<file path="config.mk">
export PLATFORM = sky130hd
export DESIGN_NAME = reset_request_gen
export DESIGN_NICKNAME = d
export VERILOG_FILES = /design/src/rtl/reset_request_gen_pkg.sv /design/src/rtl/reset_request_gen_us_timebase.sv /design/src/rtl/reset_request_gen.sv
export SDC_FILE = /design/constraint.sdc
export NUM_CORES = 1
export LEC_CHECK = 0
export ABC_AREA = 0
export ABC_CLOCK_PERIOD_IN_PS = 2300
export BUFFER_PORTS_ARGS = -buffer_cell sky130_fd_sc_hd__buf_2
export CORE_MARGIN = 1
export CORE_UTILIZATION = 50
export CTS_CLUSTER_DIAMETER = 80
export DETAILED_ROUTE_END_ITERATION = 7
export GPL_TIMING_DRIVEN = 0
export MAX_ROUTING_LAYER = met4
export PLACE_DENSITY = 0.73
export SLEW_MARGIN = 10
export SYNTH_ARGS = -nofsm -noshare
export SYNTH_HDL_FRONTEND = slang
export SYNTH_SLANG_ARGS = --single-unit
</file>
<file path="constraint.sdc">
create_clock -name clk_i -period 2.3 [get_ports clk_i]
set_clock_uncertainty 0.2 [all_clocks]
set_input_delay 0.23 -clock clk_i [delete_from_list [all_inputs] [get_ports clk_i]]
set_output_delay 0.23 -clock clk_i [all_outputs]
set_load 0.02 [all_outputs]
</file>
<file path="src/rtl/reset_request_gen_pkg.sv">
// Shared definitions for the reset request generator: FSM encoding, cause bit
// indices and the ns-per-us constant used by the time base.
package reset_request_gen_pkg;

  typedef enum logic [1:0] {
    ST_IDLE    = 2'd0,
    ST_ASSERT  = 2'd1,
    ST_HOLDOFF = 2'd2
  } state_e;

  localparam int unsigned CAUSE_SW  = 0;
  localparam int unsigned CAUSE_WDT = 1;
  localparam int unsigned CAUSE_PLL = 2;

  localparam int unsigned NS_PER_US = 1000;

endpackage

</file>
<file path="src/rtl/reset_request_gen_us_timebase.sv">
// Microsecond tick generator: accumulates COUNT_UNIT_NS per cycle and emits a
// one-cycle tick every whole microsecond. clr_i restarts the phase.
module us_timebase #(
  parameter int unsigned COUNT_UNIT_NS = 10
) (
  input  logic clk_i,
  input  logic srst_i,
  input  logic clr_i,
  output logic tick_o
);
  import reset_request_gen_pkg::*;

  localparam int unsigned CNT_W = $clog2(NS_PER_US);
  localparam logic [CNT_W-1:0] STEP_NS = CNT_W'(COUNT_UNIT_NS);
  localparam logic [CNT_W-1:0] LAST_NS = CNT_W'(NS_PER_US - COUNT_UNIT_NS);

  logic [CNT_W-1:0] cnt_ns;

  assign tick_o = (cnt_ns >= LAST_NS);

  always_ff @(posedge clk_i) begin
    if (srst_i || clr_i || tick_o) begin
      cnt_ns <= '0;
    end else begin
      cnt_ns <= cnt_ns + STEP_NS;
    end
  end

endmodule

</file>
<file path="src/rtl/reset_request_gen.sv">
// Reset request generator: merges sw strobe, watchdog and PLL lock loss into a
// stretched active-low request. PLL monitor built only with RST_REQ_PLL_MON_EN.
module reset_request_gen #(
  parameter int unsigned COUNT_UNIT_NS   = 10,
  parameter int unsigned WDT_TIMEOUT_US  = 1000,
  parameter int unsigned PULSE_US        = 5,
  parameter int unsigned HOLDOFF_US      = 20,
  parameter int unsigned LOCK_FILTER_CYC = 4
) (
  input  logic       clk_i,
  input  logic       srst_i,
  input  logic       sw_rst_req_i,
  input  logic       wdt_en_i,
  input  logic       wdt_kick_i,
  input  logic       pll_lock_i,
  output logic       rst_req_n_o,
  output logic       rst_busy_o,
  output logic [2:0] rst_cause_o
);
  import reset_request_gen_pkg::*;

  state_e      state_q, state_d;
  logic [31:0] ph_us_q, ph_us_d;
  logic        us_tick;
  logic        state_entry;
  logic        enter_assert;
  logic [31:0] wdt_us;
  logic        wdt_trig;
  logic        pll_trig;
  logic        trig;

  // Phase restarts on every state change so timed states span whole us
  us_timebase #(
    .COUNT_UNIT_NS(COUNT_UNIT_NS)
  ) u_us_timebase (
    .clk_i (clk_i),
    .srst_i(srst_i),
    .clr_i (state_entry),
    .tick_o(us_tick)
  );

  always_ff @(posedge clk_i) begin
    if (srst_i) begin
      wdt_us <= '0;
    end else if ((state_q != ST_IDLE) || !wdt_en_i || wdt_kick_i) begin
      wdt_us <= '0;
    end else if (us_tick) begin
      wdt_us <= wdt_us + 32'd1;
    end
  end

  assign wdt_trig = (wdt_us >= WDT_TIMEOUT_US);

`ifdef RST_REQ_PLL_MON_EN
  logic        pll_armed;
  logic [31:0] low_cnt;

  // Disarm on every request so a dead PLL cannot loop resets
  always_ff @(posedge clk_i) begin
    if (srst_i || enter_assert) begin
      pll_armed <= 1'b0;
      low_cnt   <= '0;
    end else if (pll_lock_i) begin
      pll_armed <= 1'b1;
      low_cnt   <= '0;
    end else if (pll_armed && (low_cnt < LOCK_FILTER_CYC)) begin
      low_cnt <= low_cnt + 32'd1;
    end
  end

  assign pll_trig = pll_armed && (low_cnt >= LOCK_FILTER_CYC);
`else
  logic unused_pll_lock;
  assign unused_pll_lock = pll_lock_i;
  assign pll_trig        = 1'b0;
`endif

  assign trig         = sw_rst_req_i | wdt_trig | pll_trig;
  assign enter_assert = (state_q == ST_IDLE) && trig;
  assign state_entry  = (state_d != state_q);

  always_comb begin
    state_d = state_q;
    ph_us_d = ph_us_q;
    case (state_q)
      ST_IDLE: begin
        ph_us_d = '0;
        if (trig) state_d = ST_ASSERT;
      end
      ST_ASSERT: begin
        if (us_tick) begin
          if (ph_us_q == PULSE_US - 1) begin
            state_d = ST_HOLDOFF;
            ph_us_d = '0;
          end else begin
            ph_us_d = ph_us_q + 32'd1;
          end
        end
      end
      ST_HOLDOFF: begin
        if (us_tick) begin
          if (ph_us_q == HOLDOFF_US - 1) begin
            state_d = ST_IDLE;
            ph_us_d = '0;
          end else begin
            ph_us_d = ph_us_q + 32'd1;
          end
        end
      end
      default: begin
        state_d = ST_IDLE;
        ph_us_d = '0;
      end
    endcase
  end

  // Outputs decoded from the next state so they change on the entry edge
  always_ff @(posedge clk_i) begin
    if (srst_i) begin
      state_q     <= ST_IDLE;
      ph_us_q     <= '0;
      rst_req_n_o <= 1'b1;
      rst_busy_o  <= 1'b0;
      rst_cause_o <= '0;
    end else begin
      state_q     <= state_d;
      ph_us_q     <= ph_us_d;
      rst_req_n_o <= (state_d != ST_ASSERT);
      rst_busy_o  <= (state_d != ST_IDLE);
      if (enter_assert) begin
        rst_cause_o[CAUSE_SW]  <= sw_rst_req_i;
        rst_cause_o[CAUSE_WDT] <= wdt_trig;
        rst_cause_o[CAUSE_PLL] <= pll_trig;
      end
    end
  end

endmodule

</file>
==> key figures, run 1 <==
Synth
  – Compound-Gate Fraction of Synth Area: between 8 and 9%
  – Mux cell area share after synthesis: 0.962%
  – Syn avg cell area: slightly below 9 um^2
  – Top cells by area, synth: dfxtp_1, xnor2_1, nor2_1
  – Distinct cells, synth: 55
  – Synth Instances: 473
  – Yosys reg bits: 79
  – Simple-gate share of the synthesized area: 32.9%
  – XOR/XNOR Fraction of Synth Area: between 10% and 20%
  – Adder-Cell Fraction of Synth Area: under 10%
  – Combinational family with the most area after synthesis: simple AND/OR/NAND/NOR gates
  – Cell area after synthesis: around 4200 um^2
  – Area share of the largest cell type after synthesis: a little under two fifths
  – Synth Warn #: 0
  – Synth Net Count: between 400 and 500
  – Sequential share of the synthesized area: 38.0%
  – Area leader, netlist: dfxtp_1

Critical path
  – Critical-path cell list: nor4_4 > nand3_2 > buf_6 > nor4b_4 > nand2b_1 > a221oi_2 > o31ai_1
  – Reg2reg path depth: 7
  – Crit. Startpoint: ph_us_q[30]
  – CP max stage cell: dfxtp_4
  – CP peak stage delay: ~0.37 ns
  – CP max FO: 3
  – Crit path DAT: 2.27 ns
  – R2r setup slk: approximately 0.063 ns
  – CP endpoint kind: register
  – Worst Path Required: about 2.3 ns
  – Critical Path End: rst_busy_o
  – WP depth: 7
  – CP delay by family, top: simple AND/OR/NAND/NOR gates
  – WS Path Type: reg -> reg
  – Bufs and invs on worst path: 1
  – Worst R2R End: rst_busy_o
  – Reg2reg start: ph_us_q[30]
  – Critical path startpoint category: register

Floorplan
  – Initial core utilization: 52.8%
  – Io pins: 11
  – Die width: approximately 93 um
  – Rows: 32
  – Chip Height: around 93 um
  – Die area: between 8000 and 9000 um^2
  – CORE AREA: 7890 um^2

Power and ir drop
  – Power Dens Cells: between 500 and 600 nW/um^2
  – Lkg Pwr: around 1.6 nW
  – IR drop worst, VDD: 352 uV
  – Final Power: 2.90 mW

Global route
  – Total grt overflow: 0
  – Antenna violations before repair: 0
  – Gr usage total: 21.0%
  – First-pass GRT wire length: ~14000 um
  – Number of global-route vias before repair: 3235
  – Largest net degree at the start of global routing: 14

Min path
  – Worst Hold Class: in -> reg
  – WHS Path Cells: 4

STA
  – RSZ-0062 raised after global routing: true
  – Setup_tns: 0 ns
  – Max Fclk: roughly 450 MHz
  – Tmin final: around 2.2 ns
  – Final worst slack: around 0.063 ns
  – Final hold violations: 0
  – # setup viols final: 0
  – Period utilisation layout: 97.3%
  – Hold WS: 0.196 ns
  – Slew Limit Fails: 0

Run
  – Max cap viols: 0

CTS
  – CTS root buf: clkbuf_8
  – Clock tree buffer depth: 2
  – Clk Latency, worst-skew pair: between 0.3 and 0.4 ns
  – Cts bufs inserted: 9
  – H-Tree Level Count: 3
  – Clk sinks: between 70 and 80
  – Clk slew on worst S/H paths: about 0.090 ns
  – CTS tree: yes

Status
  – Status: completed

Place
  – Area after DPL: between 4000 and 5000 um^2
  – Port bufs: 8
  – Dpl ws: -0.233 ns
  – Placed Instances: slightly below 600
  – Hpwl dp: 5680 um
  – Routability congestion estimate: between 0.8 and 0.9

Detailed routing
  – Initial DRC count: approximately 130
  – Wirelength per Cell: 13.8 um
  – Final ANT Viol Nets: 0
  – Via Count: ~3300
  – Avg Vias per Cell: 5.45
  – Remaining DRCs: 0
  – 1st-pass router iterations: 4
  – Post-detailed-routing wire length: 8430 um

Cells and area
  – Most common cell after layout, fill and taps aside: nor2_1
  – Finished Layout Cells: slightly above 600
  – Antenna diodes: 0
  – Cell area after layout: about 4900 um^2
  – Fin nets: 518
  – Final core occ: around 62%
  – Commonest cells after routing, fill and taps aside: nor2_1, dfxtp_1, xnor2_1
  – Share of layout cells above drive strength 1: 23.0%
  – Area Overhead vs Synth: 17.3%
-- routing by layer --
metal | up-vias | wire length (um) | part of all wire [%] | GRT usage (%)
met5 | - | 0 | 0 | -
met4 | 0 | 103 | 1.2 | 7.82
met3 | 10 | 217 | 2.6 | 3.90
met2 | 39 | 3960 | 47 | 33.5
met1 | 1575 | 4140 | 49 | 26.5
li1 | 1700 | - | - | -
-- worst min path at each step --
stage	endpoint	from
after floorplan	rst_cause_o[0]	srst_i
after global placement	rst_cause_o[0]	rst_cause_o[0]
after detailed placement	rst_cause_o[0]	rst_cause_o[0]
after CTS	wdt_us[26]	wdt_en_i
after global routing	wdt_us[28]	wdt_en_i
final	wdt_us[28]	wdt_en_i
-- state kept, by name, indices dropped and copies added (netlist names) --
register              cells
rst_busy_o                1
rst_cause_o               2
wdt_us                   32
state_q                   2
ph_us_q                  32
u_us_timebase.cnt_ns      9
rst_req_n_o               1
-- where the power goes --
group	switching (mW)	internal [mW]
clock	0.522	0.754
sequential	0.0217	1.39
combinational	0.125	0.0917
total	0.669	2.23
-- tightest hold or removal path: cells and delay by family --
family                 cells  cell delay (ns)
muxes                      1             0.05
and+or+nand+nor            2             0.31
buffers and inverters      1             0.10
-- what timing repair did --
action / CTS / global route
pin swaps: 6 / 17
hold endpoints to repair: 2 / 0
setup buffers: 7 / 4
cloned: 0 / 0
setup endpoints to repair: 67 / 63
hold buffers: 2 / 0
gates resized for setup: 5 / 39
-- synthesized netlist by cell type (all sizes together) --
cell / count
a211oi: 1
a21boi: 1
a21oi: 9
a221oi: 2
a2bb2oi: 1
a31oi: 4
and2: 2
and3: 7
and4: 3
buf: 7
clkbuf: 5
conb: 1
dfxtp: 79
ha: 9
inv: 22
mux2i: 4
nand2: 39
nand2b: 2
nand3: 16
nand3b: 3
nand4: 21
nor2: 89
nor2b: 2
nor3: 33
nor4: 22
nor4b: 1
o2111ai: 1
o211a: 1
o211ai: 2
o21a: 1
o21ai: 8
o21bai: 2
o221ai: 1
o31a: 1
o31ai: 1
o32ai: 1
o41ai: 3
or2: 3
or3: 1
xnor2: 44
xor2: 18
-- cell families (layout without fill, tap and decap cells) --
| logic type | after synthesis | after routing |
|---|---|---|
| AND/OR/NAND/NOR | 244 | 244 |
| buffers and inverters | 34 | 69 |
| flip-flops | 79 | 79 |
| adder cells (fa/ha/maj) | 9 | 9 |
| multiplexers | 4 | 4 |
| other | 1 | 1 |
| XOR/XNOR | 62 | 62 |
| AO/OA/AOI/OAI | 40 | 40 |
-- cell type report --
class | count | area [um^2]
Buffer | 10 | 75.1
Clock buffer | 11 | 141
Clock inverter | 5 | 104
Fill cell | 654 | 3010
Inverter | 22 | 82.6
Multi-Input combinational cell | 360 | 2590
Sequential cell | 79 | 1600
Tap cell | 102 | 128
Timing Repair Buffer | 21 | 159
(Power assumes the default switching activity.)
==> inputs of run 2 (changes only) <==
- CORE_ASPECT_RATIO: not set -> 0.5
- SYNTH_HIERARCHICAL: not set -> 1
==> key figures, run 2 <==
Place
  – Placed Instances: 559
  – Area after DPL: a little over 4000 um^2
  – Port bufs: 8
  – Routability congestion estimate: 0.795
  – Hpwl dp: about 5100 um

Synth
  – Adder-Cell Fraction of Synth Area: between 2 and 3%
  – Distinct cells, synth: 50
  – Sequential share of the synthesized area: 40.9%
  – Asr flop ratio synth: 0%
  – Most frequent cell after synthesis: dfxtp_1
  – Top cells by area, synth: dfxtp_1, xor2_1, nor2_1
  – Number of flops mapped to enable cells by yosys: 0
  – Compound-Gate Fraction of Synth Area: under 10%
  – Simple-gate share of the synthesized area: 31.2%
  – Post-synth top flop: dfxtp_1
  – Post-synth top cells: dfxtp_1, nor2_1, nand2_1
  – Mux cell area share after synthesis: less than 1%
  – Combinational family with the most area after synthesis: simple AND/OR/NAND/NOR gates
  – Syn avg cell area: 8.51 um^2
  – XOR/XNOR Fraction of Synth Area: roughly 14%
  – Yosys reg bits: 79
  – Area share of the largest cell type after synthesis: approximately two fifths
  – Area leader, netlist: dfxtp_1
  – Cell area after synthesis: 3870 um^2
  – Synth Net Count: 470
  – Synth Instances: 455
  – Synth Warn #: 6

Detailed routing
  – Post-detailed-routing wire length: 8300 um
  – Remaining DRCs: 0
  – Final ANT Viol Nets: 0
  – Wirelength per Cell: about 14 um
  – Via Count: about 3300
  – Initial DRC count: 213
  – 1st-pass router iterations: 4
  – Avg Vias per Cell: about 5.4

Critical path
  – Critical path startpoint category: register
  – Worst R2R End: u_us_timebase/cnt_ns[1]
  – Crit path DAT: around 2.7 ns
  – R2r setup slk: -0.37 ns
  – Reg2reg path depth: 10
  – Worst Path Required: about 2.4 ns
  – WS Path Type: reg -> reg
  – CP peak stage delay: roughly 0.47 ns
  – CP endpoint kind: register
  – CP max stage cell: or3_4
  – WP depth: 10
  – Crit. Startpoint: u_us_timebase/cnt_ns[1]
  – CP max FO: 7
  – CP delay by family, top: simple AND/OR/NAND/NOR gates
  – Bufs and invs on worst path: 0
  – Reg2reg start: u_us_timebase/cnt_ns[1]
  – Crit-path most repeated cell: nor4_4
  – Critical-path cell list: ha_4 > a211oi_4 > nor4_4 > nand4_1 > nor4_4 > nor2_2 > nor3_1 > a221o_1 > or3_4 > nor2_1
  – Critical Path End: u_us_timebase/cnt_ns[1]

Cells and area
  – Antenna diodes: 0
  – Most common cell after layout, fill and taps aside: dfxtp_1
  – Area Overhead vs Synth: 29.2%
  – Final core occ: between 60% and 70%
  – Sequential cell area: ~1600 um^2
  – Area taken by multi-input logic gates: 2510 um^2
  – Top Registers: ph_us_q: 32 flops, wdt_us: 32 flops, u_us_timebase/cnt_ns: 9 flops
  – Cell area after layout: between 5000 and 6000 um^2
  – Commonest cells after routing, fill and taps aside: dfxtp_1, nor2_1, nand2_1
  – Share of layout cells above drive strength 1: about a quarter
  – Fin nets: 518
  – Finished Layout Cells: roughly 600
  – Fillers: approximately 530

STA
  – RSZ-0062 raised after global routing: true
  – Final worst slack: -0.366 ns
  – Final hold violations: 0
  – Tmin final: between 2 and 3 ns
  – # setup viols final: between 50 and 60
  – Setup_tns: -9.04 ns
  – Slew Limit Fails: 0
  – Max Fclk: ~380 MHz
  – Period utilisation layout: 116%

Global route
  – Total grt overflow: 0
  – Antenna violations before repair: 0
  – Largest net degree at the start of global routing: 13
  – First-pass GRT wire length: between 10000 and 15000 um
  – Number of global-route vias before repair: 3042
  – Gr usage total: a little over a fifth

Power and ir drop
  – Power Dens Cells: approximately 600 nW/um^2
  – Lkg Pwr: approximately 1.8 nW
  – Final Power: 3.08 mW
  – IR drop worst, VDD: 301 uV

CTS
  – CTS root buf: clkbuf_16
  – Cts bufs inserted: 9
  – CTS tree: yes
  – Clock tree buffer depth: 2
  – Clk slew on worst S/H paths: roughly 0.060 ns
  – Clk Latency, worst-skew pair: roughly 0.34 ns
  – H-Tree Level Count: 3
  – Clk sinks: 79

Floorplan
  – Chip Height: 64.2 um
  – Io pins: 11
  – CORE AREA: approximately 7400 um^2
  – Die width: between 100 and 150 um
  – Rows: 22
  – Initial core utilization: a little over half
  – Die area: 8120 um^2

Status
  – Status: finished with violations
  – Failing checks: negative setup slack

Min path
  – Worst Hold Class: in -> reg

Run
  – Max cap viols: 0
==> run 2: stage by stage <==
step,worst slack [ns],hold slack [ns]
floorplan,-0.271,0.106
global placement,-0.446,0.246
detailed placement,-0.486,0.248
CTS,-0.355,0.0997
global route,-0.472,0.135
finish,-0.366,0.105
==> run 2: area by class of cell <==
cell class                 count  area share [%]
multi-input combinational    343            50.3
sequential                    79            32.1
timing repair buffer          40            6.25
clock buffer                  11            4.65
tap                           96            2.40
inverter                      20            1.50
clock inverter                 5            1.45
buffer                        10            1.35
==> run 2: power breakdown <==
part | total (mW) | switching [mW] | internal (mW)
Combinational | 0.210 | 0.120 | 0.0898
Clock | 1.47 | 0.525 | 0.941
Sequential | 1.40 | 0.0175 | 1.39
==> run 2: worst min path at each step <==
stage                    from                      end  cells after the start
2_1_floorplan          srst_i  u_us_timebase/cnt_ns[9]                      1
5_1_grt              wdt_en_i               wdt_us[23]                      3
6_report             wdt_en_i                wdt_us[5]                      3
3_3_place_gp   rst_cause_o[1]           rst_cause_o[1]                      2
3_5_place_dp   rst_cause_o[0]           rst_cause_o[0]                      2
4_1_cts              wdt_en_i                wdt_us[5]                      3
==> run 2: repair_timing <==
item	in CTS	in global routing
resized for setup	28	42
hold endpoints to repair	3	0
hold buffers	2	0
setup buffers	15	16
pin swaps	6	18
endpoints found under the setup margin	64	67
==> run 2: layer usage <==
layer  GRT usage [%]  routed length (um)  part of all wire (%)
met1            25.0                3840                    46
met5               -                   0                     0
met4            8.73                 104                   1.3
met2            37.2                4090                    49
met3            5.70                 267                   3.2
==> run 2: logic make-up after synthesis <==
| group | count (synthesis) |
|---|---|
| simple gates | 231 |
| flops | 79 |
| xor+xnor | 60 |
| compound gates | 41 |
| buf+inv | 33 |
| fa+ha+maj | 9 |
| other cells | 1 |
| mux | 1 |
==> run 2: tightest hold or removal path: stages <==
cell	delay, ns
buf_2	0.10
nand3_1	0.20
a21oi_1	0.06
